===== src/rtl/clock_domain_export_fifo.sv =====
// Source-side word queue that exports one word at a time to another clock domain
// over a four-phase valid/ack handshake; the returning ack is synchronised locally.
module clock_domain_export_fifo #(
  parameter int SIZE        = 8,
  parameter int DEPTH       = 4,
  parameter int SYNC_STAGES = 2
) (
  input  logic                     clk,
  input  logic                     rst_n,
  input  logic [SIZE-1:0]          data,
  input  logic                     stb,
  output logic                     busy,
  output logic [$clog2(DEPTH):0]   level,
  output logic                     overflow,
  output logic                     idle,
  output logic [SIZE-1:0]          handshake_data,
  output logic                     handshake_valid,
  input  logic                     handshake_ack
);

  localparam int PTR_W = $clog2(DEPTH);
  localparam int LVL_W = PTR_W + 1;

  typedef enum logic [1:0] {
    IDLE,
    WAIT_ACK,
    WAIT_RELEASE
  } state_t;

  state_t                 state_q, state_d;
  logic [PTR_W-1:0]       wr_ptr_q, wr_ptr_d;
  logic [PTR_W-1:0]       rd_ptr_q, rd_ptr_d;
  logic [LVL_W-1:0]       level_q, level_d;
  logic [SIZE-1:0]        hs_data_q, hs_data_d;
  logic                   hs_valid_q, hs_valid_d;
  logic                   overflow_q, overflow_d;
  logic                   armed_q, armed_d;
  logic [SYNC_STAGES-1:0] ack_sync_q, ack_sync_d;
  logic [SIZE-1:0]        mem_q [DEPTH];

  logic ack_s;
  logic push;
  logic pop;

  assign busy            = (level_q == LVL_W'(DEPTH));
  assign level           = level_q;
  assign overflow        = overflow_q;
  assign idle            = (state_q == IDLE) && (level_q == '0);
  assign handshake_data  = hs_data_q;
  assign handshake_valid = hs_valid_q;

  // armed_q is low for the first edge after reset release so a stb there is ignored
  always_comb begin
    ack_sync_d = {ack_sync_q[SYNC_STAGES-2:0], handshake_ack};
    ack_s      = ack_sync_q[SYNC_STAGES-1];
    armed_d    = 1'b1;
    push       = stb && !busy && armed_q;
    pop        = (state_q == IDLE) && (level_q != '0);
    overflow_d = stb && busy && armed_q;
  end

  always_comb begin
    state_d    = state_q;
    hs_valid_d = hs_valid_q;
    hs_data_d  = hs_data_q;
    unique case (state_q)
      IDLE: begin
        if (pop) begin
          hs_data_d  = mem_q[rd_ptr_q];
          hs_valid_d = 1'b1;
          state_d    = WAIT_ACK;
        end
      end
      WAIT_ACK: begin
        if (ack_s) begin
          hs_valid_d = 1'b0;
          state_d    = WAIT_RELEASE;
        end
      end
      WAIT_RELEASE: begin
        if (!ack_s) begin
          state_d = IDLE;
        end
      end
      default: begin
        state_d    = IDLE;
        hs_valid_d = 1'b0;
      end
    endcase
  end

  always_comb begin
    wr_ptr_d = wr_ptr_q;
    rd_ptr_d = rd_ptr_q;
    level_d  = level_q;
    if (push) begin
      wr_ptr_d = wr_ptr_q + PTR_W'(1);
    end
    if (pop) begin
      rd_ptr_d = rd_ptr_q + PTR_W'(1);
    end
    level_d = level_q + LVL_W'(push) - LVL_W'(pop);
  end

  always_ff @(posedge clk or negedge rst_n) begin
    if (!rst_n) begin
      state_q    <= IDLE;
      wr_ptr_q   <= '0;
      rd_ptr_q   <= '0;
      level_q    <= '0;
      hs_data_q  <= '0;
      hs_valid_q <= 1'b0;
      overflow_q <= 1'b0;
      armed_q    <= 1'b0;
      ack_sync_q <= '0;
    end else begin
      state_q    <= state_d;
      wr_ptr_q   <= wr_ptr_d;
      rd_ptr_q   <= rd_ptr_d;
      level_q    <= level_d;
      hs_data_q  <= hs_data_d;
      hs_valid_q <= hs_valid_d;
      overflow_q <= overflow_d;
      armed_q    <= armed_d;
      ack_sync_q <= ack_sync_d;
    end
  end

  // Storage carries no reset; only pointers and level define what is valid
  always_ff @(posedge clk) begin
    if (push) begin
      mem_q[wr_ptr_q] <= data;
    end
  end

endmodule


===== config.mk =====
export PLATFORM = sky130hd
export DESIGN_NAME = clock_domain_export_fifo
export DESIGN_NICKNAME = d
export VERILOG_FILES = /design/src/rtl/clock_domain_export_fifo.sv
export SDC_FILE = /design/constraint.sdc
export NUM_CORES = 1
export LEC_CHECK = 0
export ABC_AREA = 1
export BUFFER_PORTS_ARGS = -buffer_cell sky130_fd_sc_hd__buf_2
export CAP_MARGIN = 15
export CORE_UTILIZATION = 40
export CTS_CLUSTER_DIAMETER = 40
export CTS_CLUSTER_SIZE = 28
export DETAILED_ROUTE_END_ITERATION = 16
export PLACE_DENSITY_LB_ADDON = 0.12
export SLEW_MARGIN = 20
export SYNTH_ARGS = -nofsm -noshare
export SYNTH_HDL_FRONTEND = slang
export SYNTH_SLANG_ARGS = --single-unit

===== constraint.sdc =====
create_clock -name clk -period 3.6 [get_ports clk]
set_clock_uncertainty 0.2 [all_clocks]
set_input_delay 0.18 -clock clk [delete_from_list [all_inputs] [get_ports clk]]
set_output_delay 0.18 -clock clk [all_outputs]
set_load 0.03 [all_outputs]

==> results of run 1 <==
## cells in the mapped netlist (all sizes together)
cell type | number | share of area, %
xnor2 | 2 | 0.75
nand4 | 1 | 0.27
dfrtp | 22 | 24
buf | 5 | 2.2
conb | 1 | 0.16
a21oi | 1 | 0.21
ha | 6 | 3.2
fa | 1 | 0.86
edfxtp | 32 | 41
clkinv | 1 | 0.16
inv | 33 | 5.6
nand3 | 12 | 2.8
nand2 | 93 | 16
or2 | 1 | 0.27
nor2 | 10 | 2.0
o21ai | 2 | 0.43
## repair_timing
| action | in CTS | in global routing |
|---|---|---|
| resized for setup | 0 | 0 |
| hold endpoints to repair | 57 | 0 |
| hold buffers | 11 | 0 |
## flip-flops by register name, indices dropped and copies added, names as in the netlist
signal,flops
armed_q,1
wr_ptr_q,2
mem_q,32
ack_sync_q,2
state_q,2
handshake_valid,1
rd_ptr_q,2
overflow,1
handshake_data,8
level,3
## cells in the final DEF, fill, tap and decap left out
master          n
nor2_2          1
clkbuf_8        5
nand3_1        11
fa_1            1
nor2_4          1
nand2_4         1
xnor2_1         2
clkinvlp_4      1
nand4_1         1
dfrtp_1        22
inv_6           1
buf_2          26
a21oi_1         1
clkinv_4        1
o21ai_1         1
clkinv_1        1
nand2_2        10
nand2_1        82
inv_1          30
nor2_1          8
o21ai_0         1
ha_1            6
inv_4           1
nand3_2         1
inv_2           1
clkinv_2        1
dlygate4sd3_1  11
edfxtp_1       32
conb_1          1
or2_2           1
## critical path, stage by stage, from the launching register on
cell	delay [ps]
dfrtp_1	470
nor2_4	170
nand2_2	80
nand2_4	150
inv_4	80
ha_1	270
inv_1	50
ha_1	120
inv_1	40
fa_1	370
xnor2_1	140
## area by class of cell
class	count	area, sq um	area share (%)
clock buffers	5	68.8	2.54
clock inverters	3	21.3	0.786
inverters	34	135	5.00
multi-input cells	130	638	23.6
flip-flops and latches	54	1510	55.9
well taps	72	90.1	3.33
repair buffers	37	240	8.88
## layer usage
| metal | vias to the layer above | track usage [%] | routed length, microns |
|---|---|---|---|
| li1 | 761 | - | - |
| met1 | 657 | 19.3 | 1930 |
| met2 | 23 | 23.1 | 1870 |
| met3 | 9 | 3.26 | 120 |
| met4 | 0 | 6.30 | 76 |
| met5 | - | 0 | 0 |
## metrics by stage
stage	power, mW	utilization [%]	cell area [sq um]	hold slack, ps	setup slack [ps]
3_5_place_dp	1.81	44.9	2500	-23.6	1340
6_report	2.11	48.5	2710	157	1350
2_1_floorplan	1.62	-	2340	-316	1350
4_1_cts	2.14	48.5	2710	169	1310
5_1_grt	2.28	48.5	2710	180	1220
3_3_place_gp	1.80	44.9	2500	-24.4	1370
## final timing paths
path / cells past startpoint / endpoint / slack (ps) / from
min in group clk: 0 / ack_sync_q[1] / 170 / ack_sync_q[0]
min reg2reg: 0 / ack_sync_q[1] / 170 / ack_sync_q[0]
max reg2reg: 10 / level[2] / 1350 / level[1]
max in group asynchronous: 2 / handshake_data[7] / 2710 / rst_n
min: 2 / handshake_data[5] / 160 / rst_n
max: 10 / level[2] / 1350 / level[1]
## cell families (layout without fill, tap and decap cells)
group | Yosys count | after routing | synth area share [%]
XOR/XNOR | 2 | 2 | 0.750
buffers and inverters | 39 | 79 | 8.03
AO/OA/AOI/OAI | 3 | 3 | 0.642
other | 1 | 1 | 0.160
adder cells (fa/ha/maj) | 7 | 7 | 4.07
AND/OR/NAND/NOR | 117 | 117 | 21.7
flip-flops | 54 | 54 | 64.7
## power groups by stage
stage | sequential (mW) | combinational (mW) | clock (mW)
2_1_floorplan | 1.02 | 0.593 | 0
3_3_place_gp | 0.962 | 0.836 | 0
3_5_place_dp | 0.962 | 0.843 | 0
4_1_cts | 0.949 | 0.855 | 0.340
5_1_grt | 0.970 | 0.940 | 0.365
6_report | 0.947 | 0.836 | 0.326
==> results.toml, run 1 <==
[outcome]
status = "finished clean"

[synthesis]
ys_ff_latch = 54
syn_area_per_cell_sq_um = 10.5
ys_seq_area_share_pct = 64.7
yosysWarnings = 0
syn_area_sq_mm = 0.00234
synthCells = 223
ys_types = 26
syn_nets = 242

[floorplanning]
start_util_pct = 41.9
row_count = 27
fp.dieW_microns = 78.4
fp.dieH_microns = 78.4
dieArea_sq_mm = 0.00615
ioPinCount = 27
coreArea_sq_mm = 0.00557

[routing]
post-route-drc-count = 0
first_iter_violations = 62
vias_per_cell = 4.33
drt_wl_total_microns = 4000
antenna_left = 0
dr_total_vias = 1450
wire_per_inst_microns = 11.9
first_pass_iters = 4

[layout]
fin_nets = 281
syn_to_final_growth_pct = 15.7
antennaDiodeCount = 0
drive_gt1_share_pct = 19.8
final.fill_count = 523
instances_no_fill = 335

[global_routing]
first_global_vias = 1348
grt.total_usage_pct = 14.6
grt_overflow_total = 0
grt_antenna_before_repair = 0
grt_max_degree = 23
grt_first_pass_wirelength_microns = 6580

[power_and_ir_drop]
peakVddDrop_mv = 0.299
p_clk_share_pct = 15.5
p_per_area_mw_per_mm2 = 780
power_frac_seq_pct = 44.9
swShare_pct = 42.3
p_int_mw = 1.22
power_frac_comb_pct = 39.6
power.leakage_nw = 1.31
p_sw_mw = 0.893

[clock_network]
htreeDepth = 2
cts.sinks = 54
clkTransAtPathRegs_ps = 100
numCtsBuffers = 5
clk-insertion-delay-late_ps = 300
tritoncts = "done"
cts_setup_buffers = 0
clockRootBuffer = "clkbuf_8"
cts_buffer_depth = 2

[setup_path]
cp-end-kind = "flop"
cp.required_ps = 3590
worst-setup-path-type = "reg2reg"
start_kind = "flop"
arrival_ps = 2250
cp_max_fo = 13

[sta]
setup_viol = 0
max_slew_margin_pct = 37.6
fmax_ghz = 0.444
fin_crit_ps = 2250
slew_violations = 0
finalCritPeriodShare_pct = 62.6
hold_viol = 0
worstMarginPinSlew_ps = 933
setup_tns_ps = 0
rsz0062_at_grt = "no"

[place]
dp.cells = 316
dp_hpwl_microns = 2640
io_buffers = 26
routabilityCongestion = 0.667

[hold_path]
hold_path_class = "in2async"

[flow_run]
drv_cap = 0
Note: power is estimated with default switching activity, not from simulation.
==> run 2, diff against run 1 <==
ABC_AREA = 0   (was 1)
clock period = 2.4 ns   (was 3.6 ns; I/O delays follow)
==> run 2 against run 1 <==
Critical path depth fell by 1. First-iteration DRC count is 39% lower. Die area fell by 9.0%. Combinational power grew 46%. Highest routed layer unchanged. Setup slack lost 1200 ps. Global-route usage is 1.5 points lower. Flip-flop and latch count did not move. Core utilization is 2.1 points higher. Sequential share of layout area rose by 2.7 points. Sequential power up 48%. Critical endpoint is now level[1].
==> results.toml, run 2 <==
[setup_path]
cp.depth = 9
cp.required_ps = 2400
cp-endpoint = "level[1]"
cp_top_family = "adder cells"
critical_path_buf_inv_count = 4
path_cells = "or3_4 -> nand2_8 -> inv_2 -> ha_1 -> inv_1 -> ha_1 -> inv_1 -> fa_1 -> inv_1"
start_kind = "flop"
crit_path_max_incr_delay_ps = 470
cp_max_fo = 4
ff2ff_setup_slack_ps = 140
critPathLaunch = "level[2]"
cp_common_cell = "inv_1"
worst-setup-path-type = "reg2reg"
arrival_ps = 2260
cpMaxStageDelayCell = "fa_1"
reg2reg_to = "level[1]"
r2r-start = "level[2]"
cp-end-kind = "flop"
rr_worst_depth = 9

[routing]
first_iter_violations = 38
wire_per_inst_microns = 14.2
vias_per_cell = 4.60
antenna_left = 0
first_pass_iters = 3
post-route-drc-count = 0
drt_wl_total_microns = 3330
dr_total_vias = 1077

[sta]
hold_viol = 0
rsz0062_at_grt = "no"
slew_violations = 0
fmax_ghz = 0.442
setup_tns_ps = 0
setup_viol = 0
fin_crit_ps = 2260
worstMarginPinSlew_ps = 512
max_slew_margin_pct = 65.9
finalCritPeriodShare_pct = 94.3

[place]
dp_hpwl_microns = 2170
routabilityCongestion = 0.702
io_buffers = 26

[layout]
regArea_sq_mm = 0.00152
syn_to_final_growth_pct = 21.9
top_register = "mem_q"
multi_input_area_sq_um = 578
final_util_pct = 50.6
drive_gt1_share_pct = 38.4
final_common_cell = "edfxtp_1"
layout_common_cells = "edfxtp_1 (32), buf_2 (26), dfrtp_1 (19)"
final.fill_count = 444
largest_reg_flops = 32
antennaDiodeCount = 0
fin_nets = 182

[flow_run]
drv_cap = 0

[synthesis]
syn_area_per_cell_sq_um = 18.3
syn_nets = 135
synthCells = 116
synth.largest_area_cell = "edfxtp_1"
synthTopCellsByArea = "edfxtp_1 (45%), dfrtp_1 (26%), mux4_2 (8.5%)"
synth_common_cells = "edfxtp_1 (32), dfrtp_1 (22), mux2_2 (9)"
synth_edf_count = 32
yosysMostFrequentCell = "edfxtp_1"
synthArstFlopShare_pct = 40.7
yosysTopAreaCellShare_pct = 45.3
ys_seq_area_share_pct = 71.3
ys.flop_type = "edfxtp_1"
ys_ff_latch = 54
syn_area_sq_mm = 0.00212
yosysWarnings = 0
ys_types = 25

[global_routing]
grt_antenna_before_repair = 0
grt_overflow_total = 0
first_global_vias = 1058
grt_first_pass_wirelength_microns = 5060
grt_max_degree = 23
grt.total_usage_pct = 13.1

[clock_network]
clockRootBuffer = "clkbuf_8"
numCtsBuffers = 5
cts.sinks = 54
htreeDepth = 2
cts_buffer_depth = 2
clk-insertion-delay-late_ps = 300
clkTransAtPathRegs_ps = 90
tritoncts = "done"

[floorplanning]
fp.dieW_microns = 74.8
row_count = 26
fp.dieH_microns = 74.8
start_util_pct = 41.5
ioPinCount = 27
coreArea_sq_mm = 0.00511
dieArea_sq_mm = 0.00560

[hold_path]
hold_path_class = "in2async"

[outcome]
status = "finished clean"

[power_and_ir_drop]
power.leakage_nw = 1.02
p_per_area_mw_per_mm2 = 1210
peakVddDrop_mv = 0.594
[run 2: cell count changes after synthesis, sizes merged, moves of 6 or more]
cell   previous run  this run
nor2             10         4
inv              33         8
nand3            12         1
mux4              0         8
mux2              0         9
nand2            93         3
[run 2: worst min-delay path by stage]
stage / startpoint / to
2_1_floorplan: rst_n / ack_sync_q[0]
3_3_place_gp: rst_n / overflow
3_5_place_dp: rst_n / handshake_valid
4_1_cts: rst_n / overflow
5_1_grt: ack_sync_q[0] / ack_sync_q[1]
6_report: rst_n / state_q[0]
[run 2: kinds of logic (layout without fill, tap and decap cells)]
family / after synthesis / count (layout) / share of synthesized area, %
mux: 17 / 17 / 13.3
simple gates: 17 / 17 / 5.13
buf+inv: 11 / 59 / 2.36
fa+ha+maj: 7 / 7 / 4.48
other cells: 1 / 1 / 0.177
compound gates: 3 / 3 / 0.826
flops: 54 / 54 / 71.3
xor+xnor: 6 / 6 / 2.48
[run 2: power breakdown]
group | switching (mW) | internal [mW] | total (mW)
clock | 0.268 | 0.236 | 0.504
combinational | 0.639 | 0.583 | 1.22
sequential | 0.174 | 1.22 | 1.40
total | 1.08 | 2.04 | 3.12
[run 2: metal layers]
layer / up-vias / GRT usage [%] / part of all wire, %
met4: 0 / 5.03 / 0.45
met2: 20 / 22.7 / 54
li1: 505 / - / -
met3: 2 / 3.35 / 3.8
met1: 550 / 15.8 / 42
met5: - / 0 / 0
[run 2: what timing repair did]
action,4_1_cts,5_1_grt
gates resized for setup,0,2
hold endpoints to repair,56,0
endpoints found under the setup margin,0,2
buffers inserted,0,1
hold buffers,11,0
[run 2: final cells by class]
cell class                 instances  area share, %
sequential                        54           58.6
multi-input combinational         51           22.4
timing repair buffer              43           11.0
clock buffer                       8           3.48
tap                               70           3.39
inverter                           8           1.16
[run 2: through the flow]
stage / setup slack, ps / power, mW / hold WS (ps) / cells / instance area [sq um]
after global routing: 30.7 / 3.33 / 167 / 234 / 2590
after CTS: 51.8 / 3.16 / 137 / 233 / 2570
after global placement: 121 / 2.60 / -77.8 / 214 / 2370
after floorplan: -1.66 / 2.31 / -376 / 116 / 2140
after detailed placement: 66.1 / 2.65 / -66.3 / 214 / 2370
final: 136 / 3.12 / 116 / 234 / 2590
